[src/rtl/ov7670_capture.sv]
// ov7670_capture: OV7670 YUV422 luma capture into a frame-buffer write port, with frame count and geometry error flag
module ov7670_capture #(
  parameter int H_ACTIVE = 640,
  parameter int V_ACTIVE = 480,
  parameter int AW = 20
) (
  input  logic          PCLK,
  input  logic          reset,
  input  logic          cap_en,
  input  logic          VSYNC,
  input  logic          HREF,
  input  logic [7:0]    D,
  output logic          we,
  output logic [AW-1:0] addra,
  output logic [3:0]    vga_o,
  output logic          frame_done,
  output logic [7:0]    frame_cnt,
  output logic          line_err
);
  localparam int CW = $clog2(H_ACTIVE + 2);
  localparam int LW = $clog2(V_ACTIVE + 2);
  localparam logic [CW-1:0] COL_MAX = CW'(H_ACTIVE + 1);
  localparam logic [LW-1:0] LINE_MAX = LW'(V_ACTIVE + 1);
  typedef enum logic [1:0] {S_IDLE, S_WAIT, S_FRAME, S_DONE} state_t;
  state_t state, state_nx;
  logic vs_q, vs_q_d, hr_q, hr_q_d, byte_ph;
  logic [7:0] d_q;
  logic [3:0] unused_lo;
  logic [CW-1:0] col;
  logic [LW-1:0] line, line_nx;
  logic [AW-1:0] line_base;
  logic vs_fall, vs_rise, hr_fall, wr, start, fin;
  assign unused_lo = d_q[3:0];
  assign vs_fall = vs_q_d & ~vs_q;
  assign vs_rise = ~vs_q_d & vs_q;
  assign hr_fall = hr_q_d & ~hr_q;
  assign wr = state == S_FRAME && hr_q && !byte_ph && col < CW'(H_ACTIVE) && line < LW'(V_ACTIVE);
  assign line_nx = (hr_fall && line != LINE_MAX) ? line + 1'b1 : line;
  assign start = state == S_WAIT && state_nx == S_FRAME;
  assign fin = state == S_FRAME && vs_rise;
  always_comb begin
    state_nx = state;
    case (state)
      S_IDLE:  state_nx = cap_en ? S_WAIT : S_IDLE;
      S_WAIT:  state_nx = !cap_en ? S_IDLE : (vs_fall ? S_FRAME : S_WAIT);
      S_FRAME: state_nx = vs_rise ? S_DONE : S_FRAME;
      S_DONE:  state_nx = cap_en ? S_WAIT : S_IDLE;
      default: state_nx = S_IDLE;
    endcase
  end
  always_ff @(posedge PCLK) begin
    if (reset) begin
      state <= S_IDLE;
      {vs_q, vs_q_d, hr_q, hr_q_d} <= '0;
      d_q <= '0;
      byte_ph <= 1'b0;
      col <= '0;
      line <= '0;
      line_base <= '0;
      we <= 1'b0;
      addra <= '0;
      vga_o <= '0;
      frame_done <= 1'b0;
      frame_cnt <= '0;
      line_err <= 1'b0;
    end else begin
      vs_q <= VSYNC;
      vs_q_d <= vs_q;
      hr_q <= HREF;
      hr_q_d <= hr_q;
      d_q <= D;
      state <= state_nx;
      we <= wr;
      if (wr) begin
        addra <= line_base + AW'(col);
        vga_o <= d_q[7:4];
      end
      frame_done <= fin;
      if (fin) frame_cnt <= frame_cnt + 1'b1;
      if (start) begin
        byte_ph <= 1'b0;
        col <= '0;
        line <= '0;
        line_base <= '0;
      end else if (state == S_FRAME) begin
        if (hr_q) begin
          byte_ph <= ~byte_ph;
          if (!byte_ph && col != COL_MAX) col <= col + 1'b1;
        end
        // hr_fall implies hr_q=0, so this never collides with the pixel update above
        if (hr_fall) begin
          byte_ph <= 1'b0;
          col <= '0;
          line <= line_nx;
          line_base <= line_base + AW'(H_ACTIVE);
          if (col != CW'(H_ACTIVE)) line_err <= 1'b1;
        end
        if (vs_rise && line_nx != LW'(V_ACTIVE)) line_err <= 1'b1;
      end
    end
  end
endmodule

[config.mk]
export PLATFORM = sky130hd
export DESIGN_NAME = ov7670_capture
export DESIGN_NICKNAME = d
export VERILOG_FILES = /design/src/rtl/ov7670_capture.sv
export SDC_FILE = /design/constraint.sdc
export NUM_CORES = 1
export LEC_CHECK = 0
export CORE_UTILIZATION = 59
export CTS_CLUSTER_SIZE = 16
export DETAILED_ROUTE_END_ITERATION = 7
export PLACE_DENSITY = 0.92
export SETUP_SLACK_MARGIN = 0.05
export SLEW_MARGIN = 15
export SYNTH_ARGS = -nofsm -noshare
export SYNTH_HDL_FRONTEND = slang
export SYNTH_SLANG_ARGS = --single-unit
[constraint.sdc]
create_clock -name PCLK -period 4.6 [get_ports PCLK]
set_clock_uncertainty 0.15 [all_clocks]
set_input_delay 0.92 -clock PCLK [delete_from_list [all_inputs] [get_ports PCLK]]
set_output_delay 0.92 -clock PCLK [all_outputs]
set_load 0.005 [all_outputs]
==> metrics.md, run 1 <==
| Metric | Value |
|---|---|
| Vias in the first global route | `2,766` |
| Final Cycle Share | `0.573` |
| Max clock buf depth | `2` |
| Most used flip-flop cell after synthesis | `dfxtp_1` |
| Slew HR | `0.259` |
| Post-synth EDFFs | `0` |
| Met1 wire length | `3310 um` |
| Fill count | `around 400` |
| Post-DP HPWL | `4980 um` |
| Mean Syn Cell Area | `8.85 um^2` |
| RSZ-0062 raised after global routing | `no` |
| Syn_nets | `438` |
| Leakage | `1.45 nW` |
| Slowest cell on the critical path | `and3_1` |
| Final number of setup-violating endpoints | `0` |
| Largest net degree at the start of global routing | `47` |
| Starting DRT DRC Count | `139` |
| Fin cells | `around 530` |
| DIE AREA | `~6500 um^2` |
| Fmax | `0.380 GHz` |
| Final Max Slew Viols | `0` |
| Routed wl met2 | `3820 um` |
| Uppermost routed layer | `met4` |
| H-tree Lvls | `3` |
| Layout cells sized above 1 | `0.0687` |
| Drc violations | `0` |
| Minimum hold slack | `0.289 ns` |
| # rows | `28` |
| Final ANT Viol Nets | `0` |
| Die W | `between 80 and 90 um` |
| Area delta synth->final | `17.8%` |
| Multi-input logic area | `1910 um^2` |
| Power, Total | `0.00129 W` |
| Critical-path cell list | `inv_1 > ha_1 > nand2_1 > nor2_1 > and3_1 > nor2_1 > a211oi_1` |
| Hold Violations, Final | `0` |
| Async set-reset flop share out of synthesis | `0` |
| Sequential area share after synthesis | `0.429` |
| Cells after Synth | `around 410` |
| # hold bufs at CTS | `0` |
| Library cells used by synthesis | `48` |
| Initial core utilization | `0.614` |
| CP bufs+invs | `1` |
| I/O Buffers | `between 40 and 50` |
| Initial antenna violation count | `0` |
| GR Util All Layers | `0.252` |
| Worst setup EP type | `register` |
| CTS Sinks | `78` |
| Vias post-DR | `around 3,000` |
| First-pass GRT wire length | `12,500 um` |
| Most used cell, CP | `nor2_1` |
| Setup crit start kind | `register` |
| Antenna diode count | `0` |
| #FFs+latches synth | `78` |
| Kind of critical path | `register to register` |
| Nets@finish | `474` |
| TNS Setup | `0 ns` |
| # placed instances | `a little over 500` |
| Synthesized area | `3640 um^2` |
| CTS tree | `done` |
| Wirelength per Cell | `between 10 and 15 um` |
| Worst-path clk slew | `approximately 0.070 ns` |
| Status | `finished, final reports clean` |
| Pwr dens | `roughly 300 nW/um^2` |
| Max stage delay on crit path | `0.94 ns` |
| Worst endpoint data arrival time | `2.75 ns` |
| Met3 Wirelength | `351 um` |
| Initial DRT Pass Iterations | `4` |
| Inserted Clock Buffers | `9` |
| HP Class | `register to register` |
| Die height | `80.5 um` |
| Clock Latency Late Sink | `0.36 ns` |
| CTS resizes | `0` |
| Post-Route WL | `around 7600 um` |
| Max-Cap Viols | `0` |
| Root Buffer | `clkbuf_8` |
| FF+latch area | `1560 um^2` |
| Number of synthesis warnings | `0` |
| CP required | `4.72 ns` |
| Num ports | `48` |
| Fin crit period | `2.63 ns` |
| Max FO, Critical Path | `34` |
| Via-per-instance ratio | `5.67` |
| CP delay by family, top | `simple AND/OR/NAND/NOR gates` |
| CORE AREA | `5920 um^2` |
| Postcts setup bufs | `0` |
| Worst-margin pin slew | `around 1.1 ns` |
| Max VDD drop | `around 190 uV` |
| Grt total ovfl | `0` |
| RD Place Congestion | `0.883` |
==> final cells by class <==
class	instances	share of cell area
flip-flops and latches	78	0.365
multi-input cells	301	0.447
clock inverters	3	0.0158
clock buffers	12	0.0362
repair buffers	45	0.104
well taps	75	0.0219
inverters	12	0.0105
==> worst paths after layout <==
kind / start / end / slack [ns] / depth (start not counted)
setup / recovery: state[0] / addra[11] / 1.97 / 7
hold / removal: d_q[5] / vga_o[1] / 0.29 / 2
setup reg to reg: state[0] / addra[11] / 1.97 / 7
hold reg to reg: d_q[5] / vga_o[1] / 0.29 / 2
==> routing by layer <==
layer / track usage / vias up
met5: 0 / -
met4: 0.123 / 0
met3: 0.0557 / 17
met2: 0.421 / 71
met1: 0.303 / 1423
li1: - / 1474
==> stage by stage <==
step	cell area (um^2)	utilization	setup WS, ns
after global routing	4280	0.723	1.70
after CTS	4280	0.723	2.01
after global placement	4060	0.686	1.86
final	4280	0.723	1.97
after floorplan	3640	-	2.56
after detailed placement	4060	0.686	1.83
==> worst min-delay path: cells and delay by family (launching register included) <==
family / cells / cell delay (ns)
compound gates: 1 / 0.05
simple gates: 1 / 0.05
flops: 1 / 0.30
==> layout by cell type (no fill, tap or decap), types with 8 or more instances in the layout <==
| cell type | instances |
|---|---|
| ha_1 | 13 |
| a21oi_1 | 20 |
| inv_1 | 11 |
| nand3_1 | 12 |
| nor3_1 | 8 |
| nor2b_1 | 10 |
| a211oi_1 | 10 |
| nand4_1 | 9 |
| xor2_1 | 20 |
| xnor2_1 | 28 |
| dfxtp_1 | 78 |
| nor2_1 | 65 |
| clkdlybuf4s50_1 | 43 |
| nand2_1 | 45 |
| clkbuf_8 | 11 |
==> cell families after synthesis <==
| logic type | synth area share |
|---|---|
| xor gates and xnor gates | 0.116 |
| muxes | 0.00860 |
| AOI/OAI and AO/OA | 0.0929 |
| buffers and inverters | 0.0440 |
| and+or+nand+nor | 0.259 |
| DFF | 0.429 |
| adders and majority gates | 0.0502 |
==> cell usage after synthesis, types with 2 or more instances <==
master | number | area, um^2
o2111ai_1 | 3 | 26.3
nor4b_2 | 3 | 45.0
a21o_1 | 2 | 15.0
mux2i_1 | 2 | 20.0
o21ai_1 | 2 | 10.0
clkbuf_1 | 7 | 26.3
ha_1 | 13 | 163
and4_1 | 4 | 35.0
nand4b_1 | 3 | 26.3
nor3_2 | 7 | 70.1
xnor2_1 | 28 | 245
nor4_1 | 2 | 12.5
nor2b_1 | 10 | 62.6
buf_2 | 8 | 40.0
a211oi_1 | 10 | 75.1
nor3_1 | 8 | 40.0
buf_6 | 3 | 33.8
xor2_1 | 20 | 175
a21oi_1 | 20 | 100
nand4_1 | 9 | 56.3
buf_4 | 2 | 15.0
nor2_1 | 65 | 244
and3_1 | 4 | 25.0
o21ai_0 | 5 | 25.0
nand3b_1 | 4 | 30.0
dfxtp_1 | 78 | 1560
nand2_1 | 45 | 169
nand3_1 | 12 | 60.1
a31oi_1 | 2 | 12.5
nand2b_1 | 2 | 12.5
inv_1 | 11 | 41.3
==> sequential cells by signal (all words and copies together), names as in the netlist <==
| name | count |
|---|---|
| frame_done | 1 |
| vga_o | 4 |
| hr_q_d | 1 |
| we | 1 |
| byte_ph | 1 |
| state | 2 |
| line_err | 1 |
| frame_cnt | 8 |
| line_base | 13 |
| line | 9 |
| hr_q | 1 |
| addra | 20 |
| vs_q_d | 1 |
| col | 10 |
| d_q | 4 |
| vs_q | 1 |
==> report_power, final <==
| part | switching, W | internal (W) |
|---|---|---|
| clock network | 0.000244 | 0.000332 |
| registers | 0.00000375 | 0.000679 |
| logic | 0.0000180 | 0.0000141 |
Note: power is estimated with default switching activity, not from simulation.
==> run 2, diff against run 1 <==
--- a/config.mk
+++ b/config.mk
@@ -5,10 +5,10 @@
 export SDC_FILE = /design/constraint.sdc
 export NUM_CORES = 1
 export LEC_CHECK = 0
-export CORE_UTILIZATION = 59
+export CORE_UTILIZATION = 55
 export CTS_CLUSTER_SIZE = 16
 export DETAILED_ROUTE_END_ITERATION = 7
-export PLACE_DENSITY = 0.92
+export PLACE_DENSITY = 0.87
 export SETUP_SLACK_MARGIN = 0.05
 export SLEW_MARGIN = 15
 export SYNTH_ARGS = -nofsm -noshare
==> constraint.sdc (replaced) <==
create_clock -name PCLK -period 2.6 [get_ports PCLK]
set_clock_uncertainty 0.15 [all_clocks]
set_input_delay 0.52 -clock PCLK [delete_from_list [all_inputs] [get_ports PCLK]]
set_output_delay 0.52 -clock PCLK [all_outputs]
set_load 0.005 [all_outputs]
==> metrics.md, run 2 (same netlist as run 1, synthesis figures left out) <==
| Metric | Value |
|---|---|
| Status | `finished, final reports clean` |
| CTS Sinks | `78 (unchanged)` |
| Wirelength per Cell | `14.1 um (-2.3%)` |
| Final number of setup-violating endpoints | `0 (unchanged)` |
| Final Cycle Share | `0.909 (+0.337)` |
| Reg-to-reg critical path startpoint | `line_base[7]` |
| Minimum hold slack | `0.293 ns (+0.00325 ns)` |
| Final Max Slew Viols | `0 (unchanged)` |
| Grt total ovfl | `0 (unchanged)` |
| Initial DRT Pass Iterations | `4 (unchanged)` |
| RD Place Congestion | `0.844 (-4.3%)` |
| First-pass GRT wire length | `12,900 um (+3.3%)` |
| Power, Total | `0.00220 W (+70%)` |
| CP required | `2.72 ns (-2.00 ns)` |
| Dpl cell area | `4110 um^2 (+1.3%)` |
| Most frequent cells in the layout | `dfxtp_1 (78), nor2_1 (65), nand2_1 (45)` |
| Hold Violations, Final | `0 (unchanged)` |
| Worst-margin pin slew | `0.679 ns (-0.432 ns)` |
| Die W | `83.3 um (+3.5%)` |
| Comb pwr share | `0.028 (+0.003)` |
| Initial core utilization | `0.573 (-0.0415)` |
| Inserted Clock Buffers | `9 (unchanged)` |
| Sequential power share | `0.549 (+0.020)` |
| Worst-path clk slew | `0.09 ns (+0.02 ns)` |
| Antenna diode count | `0 (unchanged)` |
| Vias in the first global route | `2,881 (+4.2%)` |
| Post-Layout Inst Area | `4320 um^2 (+0.79%)` |
| HP Class | `register to register` |
| Layout cells sized above 1 | `0.0832 (+0.0144)` |
| TNS Setup | `0 ns (unchanged)` |
| Post-DP HPWL | `5120 um (+2.8%)` |
| CTS tree | `done` |
| CORE AREA | `6350 um^2 (+7.2%)` |
| GR Util All Layers | `0.228 (-0.0237)` |
| Nets@finish | `479 (+1.1%)` |
| Drc violations | `0 (unchanged)` |
| Max reg flops | `20 (unchanged)` |
| Via-per-instance ratio | `5.56 (-2.1%)` |
| Max-Cap Viols | `0 (unchanged)` |
| R2R depth | `8 (+1)` |
| Largest net degree at the start of global routing | `29 (-38%)` |
| Post-Route WL | `7550 um (-0.81%)` |
| Flop2flop setup slack | `0.24 ns (-1.73 ns)` |
| Slew HR | `0.543 (+0.283)` |
| Most flop-heavy register | `addra` |
| Top Registers | `addra: 20 flops, line_base: 13 flops, col: 10 flops` |
| CP startpoint | `line_base[7]` |
| Pwr dens | `509 nW/um^2 (+69%)` |
| Num ports | `48 (unchanged)` |
| Commonest non-fill, non-tap cell in the layout | `dfxtp_1` |
| Hold depth | `2 (unchanged)` |
| Clock Latency Late Sink | `0.36 ns (about the same)` |
| Critical R2R Capture | `addra[17]` |
| Switching Fraction | `0.235 (+0.0292)` |
| # hold bufs at CTS | `0 (unchanged)` |
| # rows | `29 (+3.6%)` |
| Final ANT Viol Nets | `0 (unchanged)` |
| Initial antenna violation count | `0 (unchanged)` |
| Fin crit period | `2.36 ns (-0.270 ns)` |
| Starting DRT DRC Count | `121 (-13%)` |
| Final Util | `0.680 (-0.0436)` |
| RSZ-0062 raised after global routing | `yes` |
| Area delta synth->final | `18.7%` |
| Root Buffer | `clkbuf_8` |
| H-tree Lvls | `3 (unchanged)` |
| Max VDD drop | `441 uV (+130%)` |
| DIE AREA | `6940 um^2 (+7.1%)` |
| P_int | `0.00168 W (+64%)` |
| Max FO, Critical Path | `5 (-85%)` |
| Max clock buf depth | `2 (unchanged)` |
| Critical Path End | `addra[17]` |
| Vias post-DR | `2,967 (-0.60%)` |
| Die height | `83.3 um (+3.5%)` |
| Worst setup EP type | `register` |
| Worst endpoint data arrival time | `2.49 ns (-0.26 ns)` |
| Sw Pwr | `0.000517 W (+94%)` |
| Leakage | `1.47 nW (+1.3%)` |
| Fmax | `0.423 GHz (+11%)` |
| Clk pwr share | `0.423 (-0.023)` |
| I/O Buffers | `43 (unchanged)` |
| Kind of critical path | `register to register` |
| Setup crit start kind | `register` |
[run 2: cell types whose count changed in the layout (fill, tap and decap cells not counted), sizes merged]
cell      change
buf           +5
bufinv        -1
clkbuf        -3
clkinv        +2
clkinvlp      +1
inv           +2
[run 2: worst min path at each step]
stage | end | from | slack (ns)
2_1_floorplan | vga_o[0] | d_q[4] | 0.27
3_3_place_gp | vga_o[2] | d_q[6] | 0.27
3_5_place_dp | vga_o[2] | d_q[6] | 0.28
4_1_cts | vga_o[2] | d_q[6] | 0.30
5_1_grt | vga_o[1] | d_q[5] | 0.32
6_report | vga_o[1] | d_q[5] | 0.29
[run 2: what timing repair did]
action                     CTS  global route
buffers inserted             0             0
setup endpoints to repair    0             2
resized for setup            0             0
[run 2: critical path, cell delays in order (launching register included)]
cell and delay, ns:
dfxtp_1 0.43, ha_1 0.21, inv_1 0.06, fa_1 0.41
nor2b_1 0.14, o21ai_0 0.24, nor3_1 0.30, xnor2_1 0.09
a211oi_1 0.25
[run 2: power by group through the flow]
| stage | clock, W | sequential [W] | combinational, W |
|---|---|---|---|
| 4_1_cts | 0.000937 | 0.00121 | 0.0000608 |
| 3_5_place_dp | 0 | 0.00124 | 0.0000601 |
| 6_report | 0.000930 | 0.00121 | 0.0000612 |
| 3_3_place_gp | 0 | 0.00124 | 0.0000587 |
| 5_1_grt | 0.000986 | 0.00121 | 0.0000664 |
| 2_1_floorplan | 0 | 0.00123 | 0.0000388 |
[run 2: per-stage QoR]
stage          setup WS, ns  cells
6_report              0.235    534
5_1_grt              0.0335    534
4_1_cts               0.246    534
3_5_place_dp          0.274    518
3_3_place_gp          0.374    518
2_1_floorplan         0.562    411
[run 2: per-layer routing]
layer,GRT usage,vias up,share of wire
li1,-,1480,-
met1,0.272,1408,0.44
met2,0.395,63,0.49
met3,0.0388,16,0.035
met4,0.116,0,0.026
met5,0,-,0
[run 2: final cells by class]
class / instances / area, um^2
Fill cell: 457 / 2030
Tap cell: 77 / 96.3
Clock inverter: 7 / 80.1
Multi-Input combinational cell: 301 / 1910
Timing Repair Buffer: 50 / 495
Sequential cell: 78 / 1560
Inverter: 12 / 45.0
Clock buffer: 9 / 124
==> run 3, diff against run 2 <==
--- a/config.mk
+++ b/config.mk
@@ -5,12 +5,15 @@
 export SDC_FILE = /design/constraint.sdc
 export NUM_CORES = 1
 export LEC_CHECK = 0
+export CORE_MARGIN = 4
 export CORE_UTILIZATION = 55
 export CTS_CLUSTER_SIZE = 16
 export DETAILED_ROUTE_END_ITERATION = 7
+export HOLD_SLACK_MARGIN = 0.1
 export PLACE_DENSITY = 0.87
 export SETUP_SLACK_MARGIN = 0.05
 export SLEW_MARGIN = 15
 export SYNTH_ARGS = -nofsm -noshare
 export SYNTH_HDL_FRONTEND = slang
 export SYNTH_SLANG_ARGS = --single-unit
+export TNS_END_PERCENT = 5
==> metrics.md, run 3 (same netlist as run 1, synthesis figures left out) <==
| Metric | Value |
|---|---|
| Final Max Slew Viols | `0 (unchanged)` |
| Vias in the first global route | `2,885 (+0.14%)` |
| Num ports | `48 (unchanged)` |
| CTS resizes | `0 (unchanged)` |
| Commonest non-fill, non-tap cell in the layout | `dfxtp_1` |
| Initial DRT Pass Iterations | `4 (unchanged)` |
| Top Registers | `addra: 20 flops, line_base: 13 flops, col: 10 flops` |
| Max reg flops | `20 (unchanged)` |
| CP startpoint | `col[7]` |
| Pwr dens | `529 nW/um^2 (+3.8%)` |
| Fmax | `0.427 GHz (+1.0%)` |
| Most frequent cells in the layout | `dfxtp_1 (78), nor2_1 (65), nand2_1 (45)` |
| Grt total ovfl | `0 (unchanged)` |
| Wirelength per Cell | `14.0 um (-0.73%)` |
| I/O Buffers | `43 (unchanged)` |
| Starting DRT DRC Count | `125 (+3.3%)` |
| RD Place Congestion | `0.892 (+5.6%)` |
| Die height | `89.3 um (+7.2%)` |
| CORE AREA | `6390 um^2 (+0.57%)` |
| Hold Violations, Final | `0 (unchanged)` |
| DIE AREA | `7980 um^2 (+15%)` |
| R2R depth | `8 (unchanged)` |
| # hold bufs at CTS | `0 (unchanged)` |
| Root Buffer | `clkbuf_8` |
| Worst-path clk slew | `0.08 ns (about the same)` |
| Postcts setup bufs | `0 (unchanged)` |
| Status | `finished, final reports clean` |
| Worst setup EP type | `register` |
| CTS tree | `done` |
| RSZ-0062 raised after global routing | `no` |
| Reg-to-reg critical path startpoint | `col[7]` |
| Final ANT Viol Nets | `0 (unchanged)` |
| CP required | `2.73 ns (about the same)` |
| Nets@finish | `479 (unchanged)` |
| Max-Cap Viols | `0 (unchanged)` |
| Max clock buf depth | `2 (unchanged)` |
| H-tree Lvls | `3 (unchanged)` |
| Flop2flop setup slack | `0.26 ns (+0.02 ns)` |
| Post-Layout Inst Area | `4340 um^2 (+0.52%)` |
| Clock Latency Late Sink | `0.36 ns (about the same)` |
| Area delta synth->final | `19.3%` |
| GR Util All Layers | `0.212 (-0.0159)` |
| # rows | `29 (unchanged)` |
| Vias post-DR | `2,884 (-2.8%)` |
| Initial core utilization | `0.569 (-0.00325)` |
| Die W | `89.3 um (+7.2%)` |
| HP Class | `register to register` |
| Initial antenna violation count | `0 (unchanged)` |
| Setup crit start kind | `register` |
| Leakage | `1.49 nW (+0.93%)` |
| Final Cycle Share | `0.900 (-0.00936)` |
| Via-per-instance ratio | `5.40 (-2.8%)` |
| Layout cells sized above 1 | `0.0832 (unchanged)` |
| Kind of critical path | `register to register` |
| Inserted Clock Buffers | `9 (unchanged)` |
| Fin crit period | `2.34 ns (-0.0243 ns)` |
| TNS Setup | `0 ns (unchanged)` |
| CTS Sinks | `78 (unchanged)` |
| Largest net degree at the start of global routing | `39 (+34%)` |
| Antenna diode count | `0 (unchanged)` |
| Critical R2R Capture | `addra[17]` |
| Fill count | `489 (+7.0%)` |
| Slew HR | `0.562 (+0.0188)` |
| Drc violations | `0 (unchanged)` |
| Most flop-heavy register | `addra` |
| Post-Route WL | `7500 um (-0.73%)` |
| Max VDD drop | `457 uV (+3.7%)` |
| First-pass GRT wire length | `13,300 um (+2.7%)` |
| Post-DP HPWL | `5250 um (+2.5%)` |
| Final number of setup-violating endpoints | `0 (unchanged)` |
| Dpl cell area | `4110 um^2 (unchanged)` |
| Setup ws final | `0.260 ns (+0.0243 ns)` |
| Worst-margin pin slew | `0.651 ns (-0.0279 ns)` |
| Critical Path End | `addra[17]` |
| Max FO, Critical Path | `6 (+1)` |
| Final Util | `0.679 (about the same)` |
| Post-Place Worst Slack | `0.336 ns (+0.0626 ns)` |
| Worst endpoint data arrival time | `2.47 ns (-0.02 ns)` |
[run 3: worst max-delay path: stages (launching register included)]
cell and delay (ns):
dfxtp_1 0.47, ha_1 0.22, inv_1 0.06, fa_1 0.39, nor2b_1 0.12, o21ai_0 0.23
nor3_1 0.31, xnor2_1 0.09, a211oi_1 0.22
[run 3: metrics by stage]
step / total power, W / cells / hold slack [ns]
final: 0.00230 / 534 / 0.292
after global routing: 0.00238 / 534 / 0.320
after CTS: 0.00232 / 534 / 0.293
after detailed placement: 0.00130 / 518 / 0.283
after global placement: 0.00130 / 518 / 0.270
after floorplan: 0.00127 / 411 / 0.267
[run 3: worst min path at each step]
stage	depth (start not counted)	slack (ns)	from	endpoint
2_1_floorplan	2	0.27	d_q[4]	vga_o[0]
3_3_place_gp	2	0.27	d_q[4]	vga_o[0]
3_5_place_dp	2	0.28	d_q[7]	vga_o[3]
4_1_cts	2	0.29	d_q[7]	vga_o[3]
5_1_grt	2	0.32	d_q[5]	vga_o[1]
6_report	2	0.29	d_q[7]	vga_o[3]
[run 3: layer usage]
layer / routed length [um] / up-vias / track usage
met4: 124 / 0 / 0.0880
li1: - / 1475 / -
met5: 0 / - / 0
met3: 273 / 12 / 0.0424
met1: 3400 / 1349 / 0.266
met2: 3700 / 48 / 0.356
[run 3: power by group]
part / leakage, nW / internal (W) / switching (W)
Clock: 0.111 / 0.000552 / 0.000474
Combinational: 0.746 / 0.0000290 / 0.0000330
Sequential: 0.630 / 0.00120 / 0.00000612
Total: 1.49 / 0.00178 / 0.000513
[run 3: layout make-up]
type,count,area (um^2),area share
clock buffers,9,124,0.0285
clock inverters,7,103,0.0236
flip-flops and latches,78,1560,0.360
inverters,12,45.0,0.0104
repair buffers,50,495,0.114
multi-input cells,301,1910,0.441
well taps,77,96.3,0.0222
==> edit (config.mk and constraints of run 2) <==
Remove the register `frame_done`: a continuous assignment takes its place, so the output `frame_done` follows one clock earlier.
--- a/src/rtl/ov7670_capture.sv
+++ b/src/rtl/ov7670_capture.sv
@@ -61,5 +61,4 @@
       addra <= '0;
       vga_o <= '0;
-      frame_done <= 1'b0;
       frame_cnt <= '0;
       line_err <= 1'b0;
@@ -76,5 +75,4 @@
         vga_o <= d_q[7:4];
       end
-      frame_done <= fin;
       if (fin) frame_cnt <= frame_cnt + 1'b1;
       if (start) begin
@@ -100,4 +98,6 @@
     end
   end
+
+  assign frame_done = fin;
 endmodule
 
Function: changed (Yosys sat finds a counterexample within 4 cycles, from zero or initial values and one cycle with reset high).
==> edit against run 2 <==
  * Power shrank 6.9%
  * Worst setup slack lost 0.088 ns
  * Critical endpoint is now frame_done
  * Fmax down 3.6%
  * Die area is 2.2% lower
  * Largest cell class unchanged
  * Clock power down 14%
  * Worst hold slack worse by 0.0038 ns
  * Cell area shrank 3.0%
  * Routed wire length down 8.9%
  * Area after synthesis shrank 2.3%
  * First-iteration DRC count grew 37%
  * Sequential cell count decreased by 1
==> edit: results (changes against run 2) <==
[metrics] share of the final layout cell area in multi-input gates: 44.7% (+0.36 points)
[metrics] via count of the first global-routing pass: 2677 (-7.1%)
[metrics] power spent charging and discharging nets: 467 uW (-9.7%)
[metrics] area after detailed placement: 4010 sq um (-2.4%)
[metrics] Most used DFF post-synth: dfxtp_1
[metrics] critical-path cell with the highest stage delay: clkdlybuf4s50_1
[metrics] final WL: 6880 microns (-8.9%)
[metrics] number of placed cells counting well taps: 507 (-2.1%)
[metrics] Inverters excl. clock: 10 (-2)
[metrics] clock-pin slew on the worst setup and hold paths: 0.08 ns
[metrics] Commonest cells post-synth: dfxtp_1 (77), nor2_1 (62), nand2_1 (47)
[metrics] YS warnings: 0 (unchanged)
[metrics] post-synthesis sequential area ratio: 43.4% (+0.43 points)
[metrics] sequential standard cell area: 1540 sq um (-1.3%)
[metrics] maximum vdd ir drop: 0.000368 V (-16%)
[metrics] count of H-tree levels built during CTS: 3 (unchanged)
[metrics] fraction of layout instances using a drive strength above 1: 6.92% (-1.4 points)
[metrics] Routed WL per cell: 13.2 microns (-7.0%)
[metrics] half-perimeter wire length after placement: 4900 microns (-4.3%)
[metrics] P_leak: 1.46 nW (-1.1%)
[metrics] non-clock buffer share of cell area: 11.2% (-0.30 points)
[metrics] maximum cell stage delay along the critical path: 0.51 ns (+0.08 ns)
[metrics] worst-margin pin slew: 0.550 ns (-0.129 ns)
[metrics] clock-cell share of area: 4.15% (-0.57 points)
[metrics] Area growth, synth to finish: 17.8%
[metrics] synthesized net count: 430 (-1.8%)
[metrics] clock buffer count in the final layout: 10 (+1)
[metrics] library cell used as clock root buffer: clkbuf_8
[metrics] FILL cells: 462 (+1.1%)
[metrics] post-synth cell types: 45 (-6.3%)
[metrics] outcome: complete, no violations
[metrics] Arr. time, crit path: 1.78 ns (-0.71 ns)
[metrics] Clk Latency, worst-skew pair: 0.34 ns (-0.02 ns)
[metrics] maximum number of pins on one net before global-route repair: 43 (+48%)
[metrics] number of nets in the layout: 470 (-1.9%)
[metrics] number of failing setup endpoints in the final timing report: 0 (unchanged)
[metrics] buffer count excluding the clock tree in the final layout: 48 (-4.0%)
[metrics] global-route usage over all layers: 23.1% (+0.29 points)
[metrics] ranking of synthesized cells by area: dfxtp_1 (43%), nor2_1 (6.5%), xnor2_1 (6.4%)
[metrics] num sequential: 77 (-1.3%)
[metrics] post_cts resized: 0 (unchanged)
[metrics] global placer's final weighted congestion: 0.856 (+1.4%)
[metrics] number of design-rule violations left by the first detailed-router iteration: 166 (+37%)
[metrics] Max FO, Critical Path: 8 (+3)
[metrics] Async SR Flop Fraction: 0% (unchanged)
[metrics] clk buf depth: 2 (unchanged)
[metrics] count of vias placed by the detailed router: 2820 (-5.0%)
[metrics] first-pass GRT wire length: 12000 microns (-7.2%)
[metrics] number of input and output port buffers inserted: 43 (unchanged)
[metrics] worst setup timing slack at the placement stage: 0.412 ns (+0.138 ns)
[metrics] Gate Count Post-Synth: 403 (-1.9%)
[metrics] multi-input combinational cell count: 297 (-1.3%)
[metrics] min-delay worst type: reg -> reg
edit: changes by cell type in the layout (fill, tap and decap cells not counted), sizes merged, moves of 3 or more:
| cell | before | now |
|---|---|---|
| nand3b | 4 | 1 |
| or3 | 1 | 4 |
| and4 | 4 | 7 |
| nor3 | 15 | 7 |
| inv | 14 | 11 |
| a21oi | 20 | 24 |
edit: logic make-up (layout without fill, tap and decap cells):
kind of cell,count (synthesis),in the layout,synth area share [%]
multiplexers,1,1,0.282
adder cells (fa/ha/maj),14,14,5.14
AO/OA/AOI/OAI,54,54,9.61
buffers and inverters,29,74,3.94
flip-flops,77,77,43.4
XOR/XNOR,48,48,11.8
AND/OR/NAND/NOR,180,180,25.8
edit: power by group through the flow:
stage / Sequential (mW) / Combinational (mW) / Clock (mW)
final: 1.19 / 0.0548 / 0.799
after global routing: 1.19 / 0.0614 / 0.858
after CTS: 1.19 / 0.0550 / 0.812
after detailed placement: 1.22 / 0.0548 / 0
after global placement: 1.22 / 0.0529 / 0
after floorplan: 1.22 / 0.0334 / 0
edit: worst max-delay path, delay by kind of cell (launching register included):
kind          cells  cell delay (ns)
buf+inv           2             0.58
simple gates      1             0.24
fa+ha+maj         1             0.29
flops             1             0.34
edit: path summary, 6_finish.rpt:
kind / from / endpoint / slack, ns / cells past startpoint
setup reg to reg: col[7] / addra[19] / 0.42 / 8
hold reg to reg: d_q[4] / vga_o[0] / 0.29 / 2
hold / removal: d_q[4] / vga_o[0] / 0.29 / 2
setup / recovery: state[0] / frame_done / 0.15 / 4
edit: layer usage:
layer,global-route usage [%],up-vias,wire length (microns)
met5,0,-,0
met4,9.47,0,125
met3,4.29,14,242
met2,39.6,53,3210
met1,28.4,1299,3300
li1,-,1454,-
